==> src/rtl/fb_phase_detector_if.sv <==
// ----------------------------------------------------------------------------
// fb_phase_detector_if
// Purpose : groups the sampled clock inputs and the loop-filter facing
//           outputs of fb_phase_detector into one bundle.
// Signals :
//   ref_in    reference clock (asynchronous to the system clock)
//   fb_in     divided feedback clock (asynchronous to the system clock)
//   up, dn    steering levels towards the loop filter
//   phase_err signed edge-to-edge difference, positive = feedback lags
//   err_valid one-cycle pulse, phase_err updated
//   slip      one-cycle pulse alongside err_valid on cycle slip / timeout
//   lock      loop locked indicator
// Modports:
//   master  side that drives the clocks and consumes the results
//   slave   the detector itself
// ----------------------------------------------------------------------------
interface fb_phase_detector_if #(
  parameter int ERR_W = 8
);
  logic                    ref_in;
  logic                    fb_in;
  logic                    up;
  logic                    dn;
  logic signed [ERR_W-1:0] phase_err;
  logic                    err_valid;
  logic                    slip;
  logic                    lock;

  modport master (
    output ref_in, fb_in,
    input  up, dn, phase_err, err_valid, slip, lock
  );

  modport slave (
    input  ref_in, fb_in,
    output up, dn, phase_err, err_valid, slip, lock
  );
endinterface

==> src/rtl/fb_phase_detector.sv <==
// ----------------------------------------------------------------------------
// fb_phase_detector
// Purpose : digital phase/frequency detector at the end of the PLL feedback
//           path. Samples ref_in and fb_in on the fast system clock, measures
//           the signed distance between their rising edges in clk cycles,
//           drives up/dn steering levels and a lock indicator.
// Ports   :
//   clk    fast system clock, rising edge
//   rst_n  synchronous active-low reset
//   bus    fb_phase_detector_if.slave (ref_in, fb_in in; up, dn, phase_err,
//          err_valid, slip, lock out)
// Parameters:
//   ERR_W     width of phase_err; saturation value is 2^(ERR_W-1)-1
//   LOCK_TOL  largest |phase_err| still counted as in-lock
//   LOCK_CNT  consecutive in-tolerance measurements needed for lock
// ----------------------------------------------------------------------------
module fb_phase_detector #(
  parameter int ERR_W    = 8,
  parameter int LOCK_TOL = 2,
  parameter int LOCK_CNT = 4
) (
  input  logic               clk,
  input  logic               rst_n,
  fb_phase_detector_if.slave bus
);

  localparam int CNT_W = ERR_W - 1;
  localparam int LCW   = $clog2(LOCK_CNT + 1);

  // An all-ones counter is exactly 2^(ERR_W-1)-1, the saturation value.
  localparam logic        [CNT_W-1:0] ERR_MAX  = '1;
  localparam logic signed [ERR_W-1:0] ERR_POS  = $signed({1'b0, ERR_MAX});
  localparam logic signed [ERR_W-1:0] ERR_NEG  = -ERR_POS;
  localparam logic signed [ERR_W-1:0] TOL_POS  = ERR_W'(LOCK_TOL);
  localparam logic signed [ERR_W-1:0] TOL_NEG  = -TOL_POS;
  localparam logic        [LCW-1:0]   LOCK_MAX = LCW'(LOCK_CNT);

  typedef enum logic [1:0] {
    IDLE,
    REF_LEAD,
    FB_LEAD
  } state_t;

  logic ref_s1, ref_s2, ref_d;
  logic fb_s1, fb_s2, fb_d;
  logic ref_edge, fb_edge;

  state_t                  state, state_n;
  logic [CNT_W-1:0]        cnt, cnt_n;
  logic signed [ERR_W-1:0] cnt_s;

  logic                    meas_valid;
  logic                    meas_slip;
  logic signed [ERR_W-1:0] meas_err;

  logic                    up_q, dn_q;
  logic signed [ERR_W-1:0] phase_err_q;
  logic                    err_valid_q, slip_q, lock_q;
  logic [LCW-1:0]          lock_cnt, lock_cnt_n;
  logic                    in_tol;

  // Both inputs go through identical two-flop synchronizers followed by a
  // delay flop, so the edge detectors see the same latency and the relative
  // edge timing survives the clock-domain crossing.
  always_ff @(posedge clk) begin
    if (!rst_n) begin
      ref_s1 <= 1'b0;
      ref_s2 <= 1'b0;
      ref_d  <= 1'b0;
      fb_s1  <= 1'b0;
      fb_s2  <= 1'b0;
      fb_d   <= 1'b0;
    end else begin
      ref_s1 <= bus.ref_in;
      ref_s2 <= ref_s1;
      ref_d  <= ref_s2;
      fb_s1  <= bus.fb_in;
      fb_s2  <= fb_s1;
      fb_d   <= fb_s2;
    end
  end

  assign ref_edge = ref_s2 & ~ref_d;
  assign fb_edge  = fb_s2 & ~fb_d;
  assign cnt_s    = $signed({1'b0, cnt});

  // State, counter and all registered outputs. up/dn are loaded from the
  // next state so that they track the FSM state cycle for cycle.
  always_ff @(posedge clk) begin
    if (!rst_n) begin
      state       <= IDLE;
      cnt         <= '0;
      up_q        <= 1'b0;
      dn_q        <= 1'b0;
      phase_err_q <= '0;
      err_valid_q <= 1'b0;
      slip_q      <= 1'b0;
      lock_cnt    <= '0;
      lock_q      <= 1'b0;
    end else begin
      state       <= state_n;
      cnt         <= cnt_n;
      up_q        <= (state_n == REF_LEAD);
      dn_q        <= (state_n == FB_LEAD);
      err_valid_q <= meas_valid;
      slip_q      <= meas_slip;
      if (meas_valid) begin
        phase_err_q <= meas_err;
      end
      lock_cnt    <= lock_cnt_n;
      lock_q      <= (lock_cnt_n == LOCK_MAX);
    end
  end

  // Measurement FSM. A lagging edge always takes priority over a repeated
  // leading edge in the same cycle, so a genuine measurement is never turned
  // into a slip. A repeated leading edge restarts the count at 1 because that
  // edge itself becomes the new reference point.
  always_comb begin
    state_n    = state;
    cnt_n      = cnt;
    meas_valid = 1'b0;
    meas_slip  = 1'b0;
    meas_err   = '0;
    case (state)
      IDLE: begin
        cnt_n = '0;
        if (ref_edge && fb_edge) begin
          meas_valid = 1'b1;
        end else if (ref_edge) begin
          state_n = REF_LEAD;
          cnt_n   = CNT_W'(1);
        end else if (fb_edge) begin
          state_n = FB_LEAD;
          cnt_n   = CNT_W'(1);
        end
      end
      REF_LEAD: begin
        if (fb_edge) begin
          meas_valid = 1'b1;
          meas_err   = cnt_s;
          state_n    = IDLE;
          cnt_n      = '0;
        end else if (ref_edge) begin
          meas_valid = 1'b1;
          meas_slip  = 1'b1;
          meas_err   = ERR_POS;
          cnt_n      = CNT_W'(1);
        end else if (cnt == ERR_MAX) begin
          meas_valid = 1'b1;
          meas_slip  = 1'b1;
          meas_err   = ERR_POS;
          state_n    = IDLE;
          cnt_n      = '0;
        end else begin
          cnt_n = cnt + CNT_W'(1);
        end
      end
      FB_LEAD: begin
        if (ref_edge) begin
          meas_valid = 1'b1;
          meas_err   = -cnt_s;
          state_n    = IDLE;
          cnt_n      = '0;
        end else if (fb_edge) begin
          meas_valid = 1'b1;
          meas_slip  = 1'b1;
          meas_err   = ERR_NEG;
          cnt_n      = CNT_W'(1);
        end else if (cnt == ERR_MAX) begin
          meas_valid = 1'b1;
          meas_slip  = 1'b1;
          meas_err   = ERR_NEG;
          state_n    = IDLE;
          cnt_n      = '0;
        end else begin
          cnt_n = cnt + CNT_W'(1);
        end
      end
      default: begin
        state_n = IDLE;
        cnt_n   = '0;
      end
    endcase
  end

  // Lock qualification works on the registered measurement, so lock moves
  // one cycle after the err_valid pulse it reacts to.
  always_comb begin
    in_tol     = (phase_err_q <= TOL_POS) && (phase_err_q >= TOL_NEG);
    lock_cnt_n = lock_cnt;
    if (err_valid_q) begin
      if (in_tol && !slip_q) begin
        if (lock_cnt != LOCK_MAX) begin
          lock_cnt_n = lock_cnt + LCW'(1);
        end
      end else begin
        lock_cnt_n = '0;
      end
    end
  end

  assign bus.up        = up_q;
  assign bus.dn        = dn_q;
  assign bus.phase_err = phase_err_q;
  assign bus.err_valid = err_valid_q;
  assign bus.slip      = slip_q;
  assign bus.lock      = lock_q;

endmodule

==> src/flat_wrapper.sv <==
// flat-port wrapper written by rule: the top's interface ports become plain ports
module fb_phase_detector_flat 
#(
  parameter int ERR_W    = 8,
  parameter int LOCK_TOL = 2,
  parameter int LOCK_CNT = 4
)
  (clk, rst_n, bus_ref_in, bus_fb_in, bus_up, bus_dn, bus_phase_err, bus_err_valid, bus_slip, bus_lock);
  fb_phase_detector_if #(.ERR_W(ERR_W)) bus_i ();
  input  logic clk;
  input  logic rst_n;
  input wire logic [$bits(bus_i.ref_in)-1:0] bus_ref_in;
  input wire logic [$bits(bus_i.fb_in)-1:0] bus_fb_in;
  output wire logic [$bits(bus_i.up)-1:0] bus_up;
  output wire logic [$bits(bus_i.dn)-1:0] bus_dn;
  output wire logic [$bits(bus_i.phase_err)-1:0] bus_phase_err;
  output wire logic [$bits(bus_i.err_valid)-1:0] bus_err_valid;
  output wire logic [$bits(bus_i.slip)-1:0] bus_slip;
  output wire logic [$bits(bus_i.lock)-1:0] bus_lock;
  assign bus_i.ref_in = bus_ref_in;
  assign bus_i.fb_in = bus_fb_in;
  assign bus_up = bus_i.up;
  assign bus_dn = bus_i.dn;
  assign bus_phase_err = bus_i.phase_err;
  assign bus_err_valid = bus_i.err_valid;
  assign bus_slip = bus_i.slip;
  assign bus_lock = bus_i.lock;
  fb_phase_detector #(.ERR_W(ERR_W), .LOCK_TOL(LOCK_TOL), .LOCK_CNT(LOCK_CNT)) u_core (.clk(clk), .rst_n(rst_n), .bus(bus_i));
endmodule
==> config.mk <==
export PLATFORM = sky130hd
export DESIGN_NAME = fb_phase_detector_flat
export DESIGN_NICKNAME = d
export VERILOG_FILES = /design/src/rtl/fb_phase_detector_if.sv /design/src/rtl/fb_phase_detector.sv /design/src/flat_wrapper.sv
export SDC_FILE = /design/constraint.sdc
export NUM_CORES = 1
export LEC_CHECK = 0
export CAP_MARGIN = 20
export CORE_MARGIN = 2
export CORE_UTILIZATION = 40
export DETAILED_ROUTE_END_ITERATION = 16
export SYNTH_ARGS = -nofsm -noshare
export SYNTH_HDL_FRONTEND = slang
export SYNTH_SLANG_ARGS = --single-unit
==> constraint.sdc <==
create_clock -name clk -period 2.7 [get_ports clk]
set_clock_uncertainty 0.2 [all_clocks]
set_input_delay 0.81 -clock clk [delete_from_list [all_inputs] [get_ports clk]]
set_output_delay 0.81 -clock clk [all_outputs]
set_load 0.01 [all_outputs]
==> results.py <==
metrics = {
    "clocking": {
        "cts_root_buf": "clkbuf_8",
        "clockBufferDepth": 2,
        "cts_setup_buffers": 0,
        "clk_pin_slew_ps": 60,
        "cts_max_level": 2,
        "cts_tree": "yes",
        "postCtsHoldBufs": 0,
        "numClockSinks": 31,
        "worstSkewPairLatency_ps": 280,
        "cts_buffers": 5,
        "post_cts_resized": 0,
    },
    "sta": {
        "fmax_mhz": 423,
        "hold_slack_ps": 234,
        "setup_viol": 0,
        "min_period_ps": 2360,
        "rsz0062_at_grt": "no",
        "fin_crit_sh": 0.876,
        "tightest_slew_ps": 450,
        "tns_ps": 0,
        "slew_viol_final": 0,
        "slew_headroom": 0.697,
        "final-hold-violation-count": 0,
    },
    "global_routing": {
        "grt_max_degree": 18,
        "grt_pass1_vias": 1354,
        "antenna_found_initial": 0,
        "grt.total_usage": 0.175,
        "grt_pass1_wl_mm": 5.99,
        "grt-ovfl-total": 0,
    },
    "floorplan": {
        "start_util": 0.408,
        "coreArea_mm2": 0.00394,
        "die_area_mm2": 0.00455,
        "fp.dieH_um": 67.4,
        "io_pins": 17,
        "rows": 23,
        "die_width_um": 67.4,
    },
    "power_and_ir_drop": {
        "p_switching_w": 0.000232,
        "power.density_mw_per_mm2": 512,
        "pwr-share-clk": 0.408,
        "swShare": 0.237,
        "finalPower_w": 0.000978,
        "pwr-share-comb": 0.107,
        "worst_ir_drop_vdd_mv": 0.299,
        "p_leak_nw": 0.717,
        "internal_power_w": 0.000746,
        "sequentialPowerShare": 0.485,
    },
    "cells_and_area": {
        "antennaDiodeCount": 0,
        "fin_area_mm2": 0.00191,
        "fin_util": 0.485,
        "fillers": 363,
        "drive_gt1_frac": 0.0936,
        "syn_to_final_growth_pct": 18.8,
        "num-nets-final": 215,
    },
    "synthesis": {
        "ys_ff_latch": 31,
        "synth_mux_area_frac": 0.00622,
        "synthAdderAreaFrac": 0.0700,
        "syn_area_mm2": 0.00161,
        "synth_top_area_frac": 0.386,
        "synthCells": 184,
        "yosysSeqAreaShare": 0.386,
        "synth-simple-area-share": 0.247,
        "syn_area_per_cell_um2": 8.74,
        "synth_edf_count": 0,
        "synth_ff_type": "dfxtp_1",
        "synth_compound_gate_area_share": 0.177,
        "synth_cell_type_count": 41,
        "ys_warn_count": 0,
        "ys_top_cells_by_area": "dfxtp_1, ha_1, nor2_1",
        "synth_top_cell_by_area": "dfxtp_1",
        "synth_xor_area_frac": 0.0599,
        "async_flop_share": 0,
        "synth_fp_nets": 197,
        "synth_top_family_by_area": "simple AND/OR/NAND/NOR gates",
    },
    "placement": {
        "placed_area_mm2": 0.00181,
        "globalplace.congestion": 0.877,
        "portBuffers": 16,
        "place_hpwl_mm": 2.58,
    },
    "critical_path": {
        "path_depth": 1,
        "r2r-start": "u_core.cnt[0]",
        "required_ps": 1690,
        "start_kind": "flip-flop",
        "critPathCaptureType": "output port",
        "worst_r2r_path_depth": 6,
        "worst_path_largest_cell_delay_ps": 600,
        "worstPathMaxFanout": 8,
        "crit_type": "reg -> out",
        "critPathBufInv": 1,
        "crit_chain": "clkdlybuf4s50_1",
        "startpoint": "u_core.bus.err_valid",
        "cp_slowest_cell": "clkdlybuf4s50_1",
        "arrival_ps": 1350,
        "crit_family": "buffers and inverters",
    },
    "worst_hold_path": {
        "min_from": "u_core.fb_s1",
        "min_path_cells": 1,
        "hold_class": "reg -> reg",
    },
    "detailed_routing": {
        "first_iter_violations": 76,
        "num_vias": 1369,
        "drc": 0,
        "postRouteAntennaNets": 0,
        "drt_first_pass_iters": 4,
        "wire_per_inst_um": 13.6,
        "vias_per_cell": 5.41,
        "drt-total-wl_mm": 3.43,
    },
    "run_status": {
        "status": "finished clean",
    },
    "flow_run": {
        "cap_violations": 0,
    },
}
-- power groups by stage --
stage | registers [W] | clock network, W | logic [W]
floorplan | 0.000484 | 0 | 0.0000765
global placement | 0.000484 | 0 | 0.000103
detailed placement | 0.000485 | 0 | 0.000104
CTS | 0.000474 | 0.000417 | 0.000105
global route | 0.000476 | 0.000437 | 0.000118
finish | 0.000475 | 0.000399 | 0.000105
-- layout make-up --
class	count	area, um2	share of cell area
clock buffers	8	100	0.0524
flip-flops and latches	31	621	0.325
well taps	50	62.6	0.0327
repair buffers	20	190	0.0995
inverters	10	37.5	0.0196
multi-input cells	134	901	0.471
-- sequential cells by signal (all words and copies together) (netlist names) --
name / cells
u_core.bus.lock: 1
u_core.bus.dn: 1
u_core.state: 2
u_core.bus.up: 1
u_core.bus.err_valid: 1
u_core.fb_s2: 1
u_core.ref_d: 1
u_core.ref_s1: 1
u_core.cnt: 7
u_core.bus.slip: 1
u_core.bus.phase_err: 8
u_core.fb_d: 1
u_core.ref_s2: 1
u_core.lock_cnt: 3
u_core.fb_s1: 1
-- synth_stat cells, types with 3 or more instances --
cell,instances
xnor2_1,7
nand2b_1,4
a211oi_1,4
a32o_1,5
o22ai_1,6
ha_1,9
and2_1,6
clkbuf_1,3
a31o_1,3
o21ai_0,7
nor3_1,8
nand3_1,4
inv_1,10
buf_2,4
xor2_1,4
nor4_1,3
dfxtp_1,31
nor2_1,18
nand2_1,12
a21oi_1,8
-- kinds of logic after synthesis --
kind of cell    Yosys count
simple gates             73
compound gates           40
flops                    31
buf+inv                  19
xor+xnor                 11
fa+ha+maj                 9
mux                       1
-- metrics by stage --
stage          std cells  setup WS (ps)
2_1_floorplan        184            499
4_1_cts              253            319
5_1_grt              253            271
3_3_place_gp         245            311
3_5_place_dp         245            281
6_report             253            336
-- per-layer routing --
layer,wire [um],vias up,GRT usage
li1,-,686,-
met1,1550,653,0.204
met2,1660,23,0.288
met3,144,7,0.0633
met4,78,0,0.0791
met5,0,-,0
-- layout by cell type (no fill, tap or decap), drive strengths merged, types with 2 or more instances in the layout --
cell / Yosys / final
or2: 3 / 3
nand3: 5 / 5
or3: 3 / 3
buf: 6 / 4
clkdlybuf4s50: 0 / 16
nand2: 12 / 12
a21oi: 8 / 8
o21bai: 2 / 2
xor2: 4 / 4
o211ai: 2 / 2
a31o: 3 / 3
xnor2: 7 / 7
nor2: 19 / 19
a211oi: 4 / 4
nor4b: 2 / 2
nand4: 2 / 2
clkbuf: 3 / 8
a22oi: 2 / 2
a32o: 5 / 5
dfxtp: 31 / 31
ha: 9 / 9
nand4b: 2 / 2
and2: 6 / 6
inv: 10 / 10
nand2b: 4 / 4
nor3: 8 / 8
o22ai: 6 / 6
nor4: 3 / 3
o21ai: 7 / 7
-- worst paths after layout --
kind	end	slack, ps
worst max-delay path	bus_err_valid	340
worst min-delay path	u_core.fb_s2	230
worst max register to register	u_core.bus.dn	480
worst min register to register	u_core.fb_s2	230
Note: power is estimated with default switching activity, not from simulation.
